[src/rtl/time_base_multi_if.sv]
// Bus bundle for the multi-channel timebase: per-channel programming, control
// and interrupt status. The controller uses master; the timebase uses slave.
interface time_base_multi_if #(
    parameter int CH_NUM = 4,
    parameter int CNT_W  = 32
);
    logic [CH_NUM*CNT_W-1:0] PROG_INT;
    logic [CH_NUM-1:0]       CH_EN;
    logic [CH_NUM-1:0]       ONE_SHOT;
    logic [CH_NUM-1:0]       START;
    logic [CH_NUM-1:0]       INT_ACK;
    logic [CH_NUM-1:0]       INT_ENABLE;
    logic [CH_NUM-1:0]       INT_PEND;
    logic [CH_NUM-1:0]       INT_OVR;
    logic                    INT_ANY;

    modport master (
        output PROG_INT, CH_EN, ONE_SHOT, START, INT_ACK,
        input  INT_ENABLE, INT_PEND, INT_OVR, INT_ANY
    );

    modport slave (
        input  PROG_INT, CH_EN, ONE_SHOT, START, INT_ACK,
        output INT_ENABLE, INT_PEND, INT_OVR, INT_ANY
    );
endinterface

[src/rtl/time_base_multi.sv]
// Multi-channel programmable timebase: per-channel periodic or one-shot
// down-counters with one-cycle ticks, sticky pending and overrun flags.
module time_base_multi #(
    parameter int CH_NUM = 4,
    parameter int CNT_W  = 32
) (
    input  logic              clock,
    input  logic              reset,
    time_base_multi_if.slave  bus
);
    typedef enum logic {
        IDLE = 1'b0,
        RUN  = 1'b1
    } state_e;

    state_e            state_q [CH_NUM];
    state_e            state_d [CH_NUM];
    logic [CNT_W-1:0]  cnt_q   [CH_NUM];
    logic [CNT_W-1:0]  cnt_d   [CH_NUM];
    logic [CNT_W-1:0]  prog    [CH_NUM];
    logic [CH_NUM-1:0] tick_q, tick_d;
    logic [CH_NUM-1:0] pend_q, pend_d;
    logic [CH_NUM-1:0] ovr_q,  ovr_d;

    for (genvar g = 0; g < CH_NUM; g++) begin : g_prog
        assign prog[g] = bus.PROG_INT[g*CNT_W +: CNT_W];
    end

    // NOTE: state registers use non-blocking assignments so every channel
    // samples the pre-edge values; blocking here would create order races.
    always_ff @(posedge clock or negedge reset) begin
        if (!reset) begin
            for (int i = 0; i < CH_NUM; i++) begin
                state_q[i] <= IDLE;
                cnt_q[i]   <= '0;
            end
            tick_q <= '0;
            pend_q <= '0;
            ovr_q  <= '0;
        end else begin
            state_q <= state_d;
            cnt_q   <= cnt_d;
            tick_q  <= tick_d;
            pend_q  <= pend_d;
            ovr_q   <= ovr_d;
        end
    end

    // NOTE: every output of this block gets a default before any branch,
    // otherwise an unassigned path would infer a latch.
    always_comb begin
        state_d = state_q;
        cnt_d   = cnt_q;
        tick_d  = '0;
        pend_d  = pend_q;
        ovr_d   = ovr_q;

        for (int i = 0; i < CH_NUM; i++) begin
            if (!bus.CH_EN[i]) begin
                state_d[i] = IDLE;
                cnt_d[i]   = '0;
            end else if (state_q[i] == IDLE) begin
                if (bus.START[i] || !bus.ONE_SHOT[i]) begin
                    state_d[i] = RUN;
                    cnt_d[i]   = prog[i];
                end
            end else if (cnt_q[i] == '0) begin
                tick_d[i] = 1'b1;
                // A retrigger on the terminal keeps even a one-shot channel running.
                if (bus.START[i] || !bus.ONE_SHOT[i]) begin
                    cnt_d[i] = prog[i];
                end else begin
                    state_d[i] = IDLE;
                    cnt_d[i]   = '0;
                end
            end else if (bus.START[i]) begin
                cnt_d[i] = prog[i];
            end else begin
                cnt_d[i] = cnt_q[i] - CNT_W'(1);
            end

            // Set wins over acknowledge; an acked tick starts a fresh overrun window.
            if (tick_d[i]) begin
                pend_d[i] = 1'b1;
                if (bus.INT_ACK[i])
                    ovr_d[i] = 1'b0;
                else if (pend_q[i])
                    ovr_d[i] = 1'b1;
            end else if (bus.INT_ACK[i]) begin
                pend_d[i] = 1'b0;
                ovr_d[i]  = 1'b0;
            end
        end
    end

    assign bus.INT_ENABLE = tick_q;
    assign bus.INT_PEND   = pend_q;
    assign bus.INT_OVR    = ovr_q;
    assign bus.INT_ANY    = |pend_q;
endmodule

[src/flat_wrapper.sv]
// flat-port wrapper written by rule: the top's interface ports become plain ports
module time_base_multi_flat 
#(
    parameter int CH_NUM = 4,
    parameter int CNT_W  = 32
)
  (clock, reset, bus_PROG_INT, bus_CH_EN, bus_ONE_SHOT, bus_START, bus_INT_ACK, bus_INT_ENABLE, bus_INT_PEND, bus_INT_OVR, bus_INT_ANY);
  time_base_multi_if #(.CH_NUM(CH_NUM), .CNT_W(CNT_W)) bus_i ();
  input  logic clock;
  input  logic reset;
  input wire logic [$bits(bus_i.PROG_INT)-1:0] bus_PROG_INT;
  input wire logic [$bits(bus_i.CH_EN)-1:0] bus_CH_EN;
  input wire logic [$bits(bus_i.ONE_SHOT)-1:0] bus_ONE_SHOT;
  input wire logic [$bits(bus_i.START)-1:0] bus_START;
  input wire logic [$bits(bus_i.INT_ACK)-1:0] bus_INT_ACK;
  output wire logic [$bits(bus_i.INT_ENABLE)-1:0] bus_INT_ENABLE;
  output wire logic [$bits(bus_i.INT_PEND)-1:0] bus_INT_PEND;
  output wire logic [$bits(bus_i.INT_OVR)-1:0] bus_INT_OVR;
  output wire logic [$bits(bus_i.INT_ANY)-1:0] bus_INT_ANY;
  assign bus_i.PROG_INT = bus_PROG_INT;
  assign bus_i.CH_EN = bus_CH_EN;
  assign bus_i.ONE_SHOT = bus_ONE_SHOT;
  assign bus_i.START = bus_START;
  assign bus_i.INT_ACK = bus_INT_ACK;
  assign bus_INT_ENABLE = bus_i.INT_ENABLE;
  assign bus_INT_PEND = bus_i.INT_PEND;
  assign bus_INT_OVR = bus_i.INT_OVR;
  assign bus_INT_ANY = bus_i.INT_ANY;
  time_base_multi #(.CH_NUM(CH_NUM), .CNT_W(CNT_W)) u_core (.clock(clock), .reset(reset), .bus(bus_i));
endmodule
[config.mk]
export PLATFORM = sky130hd
export DESIGN_NAME = time_base_multi_flat
export DESIGN_NICKNAME = d
export VERILOG_FILES = /design/src/rtl/time_base_multi_if.sv /design/src/rtl/time_base_multi.sv /design/src/flat_wrapper.sv
export SDC_FILE = /design/constraint.sdc
export NUM_CORES = 1
export LEC_CHECK = 0
export CAP_MARGIN = 25
export CORE_ASPECT_RATIO = 0.6
export CORE_MARGIN = 2
export CORE_UTILIZATION = 46
export CTS_CLUSTER_DIAMETER = 80
export CTS_CLUSTER_SIZE = 20
export DETAILED_ROUTE_END_ITERATION = 10
export PLACE_DENSITY_LB_ADDON = 0.15
export SLEW_MARGIN = 0
export SYNTH_ARGS = -nofsm -noshare
export SYNTH_HDL_FRONTEND = slang
export SYNTH_SLANG_ARGS = --single-unit
[constraint.sdc]
create_clock -name clock -period 2.5 [get_ports clock]
set_input_delay 0.375 -clock clock [delete_from_list [all_inputs] [get_ports clock]]
set_output_delay 0.375 -clock clock [all_outputs]
set_load 0.02 [all_outputs]
== Yosys cells after proc, flatten, opt, wreduce, memory -nomap -nowiden ==
Index checks and enable logic that the tools add are counted.
Cells by class
  equal/unequal tests: 4
  $add $sub $neg: 4
  multiplexer cells: 72
  reductions and logical operators: 25
Operators with widths (number)
  two-way mux 32 bit: 24
  zero test 32 bit: 4
  subtractor 32 x 1 -> 32 bit (second input constant): 4
  two-way mux 1 bit: 48
  nonzero test 2 bit: 8
  != test 3 x 1 -> 1 bit (second input constant): 4
  AND reduction 2 bit: 4
  zero test 1 bit: 4
  logical OR 1 bit: 4
  OR reduction 4 bit: 1
Word-level totals
  bits of input ports: 146
  logic and storage cells: 122
  output and inout bits: 13
  bits in registers: 144

== Longest topological paths before layout ==
  depth in word-level cells: 6
  mapped depth: 10
  mapped depth without buffers: 9

== Worst setup path after synthesis ==
Ideal clock, no wire load.
  kind: register -> register
  from: register u_core.cnt_q[90] in the netlist's numbering
  to: register u_core.cnt_q[83] in the netlist's numbering
  arrival time: 2.454 ns
  buffers on the path: 0
  stages on the path, launching flop included: 7
  slack: -0.080 ns
  data required time: 2.374 ns
  cell sequence: dfrtp_1 > or4_4 > or4_4 > or4_4 > nand3b_4 > nor2_2 > a221o_1
On the way
  cells in the longest elaborated chain, start to end: 4
RTL lines
  start: declaration: RTL line time_base_multi.sv:18  | logic [CNT_W-1:0] cnt_q [CH_NUM];
  start signal: assignment: RTL line time_base_multi.sv:42  | cnt_q <= cnt_d;
  zero test 32 bit: RTL line time_base_multi.sv:67  | end else if (cnt_q[i] == '0) begin
  two-way mux 32 bit: RTL line time_base_multi.sv:67
  two-way mux 32 bit: RTL line time_base_multi.sv:62  | end else if (state_q[i] == IDLE) begin
  two-way mux 32 bit: RTL line time_base_multi.sv:59  | if (!bus.CH_EN[i]) begin
Every way passes these cells.
A chain may end at the register's enable or synchronous reset.

== Worst setup path after layout ==
Ends and elaborated chain as after synthesis.

==> key figures <==
Run status
  • Status: finished, violations left
  • Failing checks: negative setup slack

Floorplan
  • Initial core utilization: 47.6%
  • Die Y: 113 um
  • Die area: 21100 um2
  • Cell row count: 39
  • Die W: 186 um
  • I/O pin count: 159
  • Core area: 19300 um2

Setup path
  • Worst Path Arrival: 2920 ps
  • Worst-case reg-to-reg path depth: 6
  • Worst Path Class, Setup: register to register
  • Crit path largest cell delay: 550 ps
  • Start of the worst register-to-register path: u_core.cnt_q[90]$_DFFE_PN0P_
  • Crit path to: u_core.cnt_q[83]$_DFFE_PN0P_
  • CP cell instances: or4_4 -> or4_4 -> or4_4 -> nand3b_4 -> nor2_4 -> a221o_1
  • CP startpoint kind: register
  • Crit path required time: 2830 ps
  • Crit path max fanout: 5
  • Reg-to-Reg End: u_core.cnt_q[83]$_DFFE_PN0P_
  • CP max stage cell: or4_4
  • R2r setup slk: -90 ps
  • Cell mode on critical path: or4_4
  • Crit. End Element: register
  • Origin of the worst setup path: u_core.cnt_q[90]$_DFFE_PN0P_

CTS
  • H-Tree Level Count: 4
  • CTS tree: done
  • Worst-path clk slew: 60 ps
  • Clock Tree Buf Depth: 2
  • CTS sink count: 144
  • Skew-Pair Late Insertion Delay: 440 ps
  • Inserted Clock Buffers: 17
  • Clock root buffer: clkbuf_16

Route
  • Wire per inst: 20.0 um
  • Routed vias: 10300
  • TritonRoute pass-1 iters: 6
  • DRC: 0
  • Initial DRC Count: 1130
  • Post-route ant nets: 0
  • Final wirelength: 32100 um
  • Vias per inst: 6.43

Finish
  • Post-layout util: 65.9%
  • Layout cells sized above 1: 17.1%
  • Layout Nets: 1479
  • Area growth syn-to-layout: 38.5%
  • Diodes inserted: 0
  • Design area: 12700 um2
  • Fill cells: 1552

Synthesis
  • Main synth FF type: dfrtp_1
  • Post-synth net total: 1218
  • Ys Warns: 0
  • Yosys cell types: 63
  • Yosys top cell area share: 39.3%
  • Avg Cell Area, Syn: 8.62 um2
  • Cell type with the largest total area after synthesis: dfrtp_1
  • Sequential element share of the synthesized area: 39.3%
  • Count leader, synth: dfrtp_1
  • FF+latch count, synth: 144
  • Largest cells by area after synthesis: dfrtp_1 39%, nor4_1 4.9%, o22ai_1 4.6%
  • Synth cell count leaders: 144 x dfrtp_1, 80 x nor2_1, 72 x nand2_1, 72 x nor4_1, 68 x o22ai_1
  • Synth Instances: 1064
  • Ys async rst share: 100%
  • Synthesized area: 9170 um2
  • EDFF count, synth: 0

Pwr
  • Power per cell area: 570 nW/um2
  • Pleak: 5.11 nW
  • Peak supply drop: 0.497 mV
  • Tot Pwr: 7.24 mW

STA
  • RSZ-0062 raised after global routing: true
  • Min cycle time layout: 2590 ps
  • Count of final max-slew check failures: 0
  • Crit share post-route: 104%
  • Max Freq: 386 MHz
  • Final setup fails: 28
  • Worst-Margin Slew: 663 ps
  • Clock skew: 8.95 ps
  • Final hold vios: 0
  • Final setup margin: -93.3 ps
  • Slew margin rel.: 55.7%

GRT
  • Number of global-route vias before repair: 9509
  • Total track usage: 30.2%
  • Initial antenna violation count: 0
  • Largest net degree at the start of global routing: 55
  • First-pass GRT wire length: 51100 um
  • Congestion Overflow GR: 0

Min path
  • Worst hold path class: primary input to async pin

Place
  • Pre-CTS WS: -96.2 ps
  • DPL Wire Length: 23400 um
  • Area post-placement: 11900 um2
  • GP Congestion: 0.933
  • Port buffer count: 158

Run
  • Max-Cap Viols: 0
==> state kept, by name, summed over array words and instances (netlist names) <==
signal	cells
u_core.bus.INT_OVR	4
u_core.state_q	4
u_core.bus.INT_PEND	4
u_core.cnt_q	128
u_core.bus.INT_ENABLE	4
==> power breakdown <==
group,leakage [nW],switching [mW],internal [mW],total [mW]
Clock,0.289,1.08,1.59,2.67
Sequential,1.89,0.196,2.51,2.70
Combinational,2.93,0.996,0.866,1.86
Total,5.11,2.27,4.96,7.24
==> how the worst min path moves through the flow <==
stage / startpoint / end / cells after the start
5_1_grt: bus_INT_ACK[0] / u_core.bus.INT_OVR[0]$_DFFE_PN0P_ / 2
6_report: reset / u_core.cnt_q[73]$_DFFE_PN0P_ / 2
2_1_floorplan: reset / u_core.bus.INT_ENABLE[0]$_DFF_PN0_ / 0
3_3_place_gp: reset / u_core.cnt_q[72]$_DFFE_PN0P_ / 1
3_5_place_dp: reset / u_core.cnt_q[72]$_DFFE_PN0P_ / 1
4_1_cts: reset / u_core.state_q[3]$_DFF_PN0_ / 2
==> cell type report <==
type                       count  area [um2]  area share, %
clock buffer                  18         439           3.46
clock inverter                13         163           1.28
inverter                      34         128           1.00
multi-input combinational    825        5290           41.6
sequential                   144        3600           28.4
tap                          266         333           2.62
timing repair buffer         303        2750           21.7
==> critical path: cells and delay by family, from the launching register on <==
kind	cells	cell delay [ps]
and+or+nand+nor	5	1740
AOI/OAI and AO/OA	1	350
DFF	1	390
==> placed cells by master, fill, tap and decap left out, types with 9 or more instances in the layout <==
cell             netlist  final
a21oi_1               57     57
a221o_1               22     22
a22oi_1               24     24
a32oi_1                9      9
and2_1                 9      9
buf_4                  1    137
clkbuf_16              0     17
clkdlybuf4s50_1        0    157
dfrtp_1              144    144
inv_1                 34     33
mux2i_1               25     25
nand2_1               72     70
nand2b_1              12     11
nand3_1               27     27
nand4_1               14     14
nor2_1                80     79
nor3_1                67     67
nor4_1                72     66
o21ai_0               65     65
o22ai_1               68     68
o2bb2ai_1             20     20
o31ai_1               25     24
o41ai_1               17     17
or2_2                 10     10
or3_1                 17     16
or4_1                 13     11
==> cell families after synthesis <==
kind of cell,synth area share (%)
multiplexers,2.73
AND/OR/NAND/NOR,26.3
flip-flops,39.3
XOR/XNOR,0.382
buffers and inverters,4.34
adder cells (fa/ha/maj),1.09
AO/OA/AOI/OAI,25.9
==> routing by layer <==
layer / routed length, um / GRT usage [%] / up-vias
met5: 0 / 0 / -
met4: 525 / 8.16 / 0
met3: 3520 / 7.02 / 46
met2: 13400 / 42.5 / 685
met1: 14600 / 46.3 / 4888
li1: - / - / 4695
==> through the flow <==
step	cells	hold WS (ps)	setup TNS (ps)
detailed placement	1563	376	-614
global placement	1563	373	-197
CTS	1597	476	-506
finish	1603	467	-1020
floorplan	1064	79.4	-301
global route	1603	498	-2750
==> what timing repair did <==
action	4_1_cts	5_1_grt
resized for setup	3	20
hold endpoints to repair	51	0
pin swaps	1	6
setup endpoints to repair	27	112
hold buffers	1	0
setup buffers	2	6
Note: power is estimated with default switching activity, not from simulation.
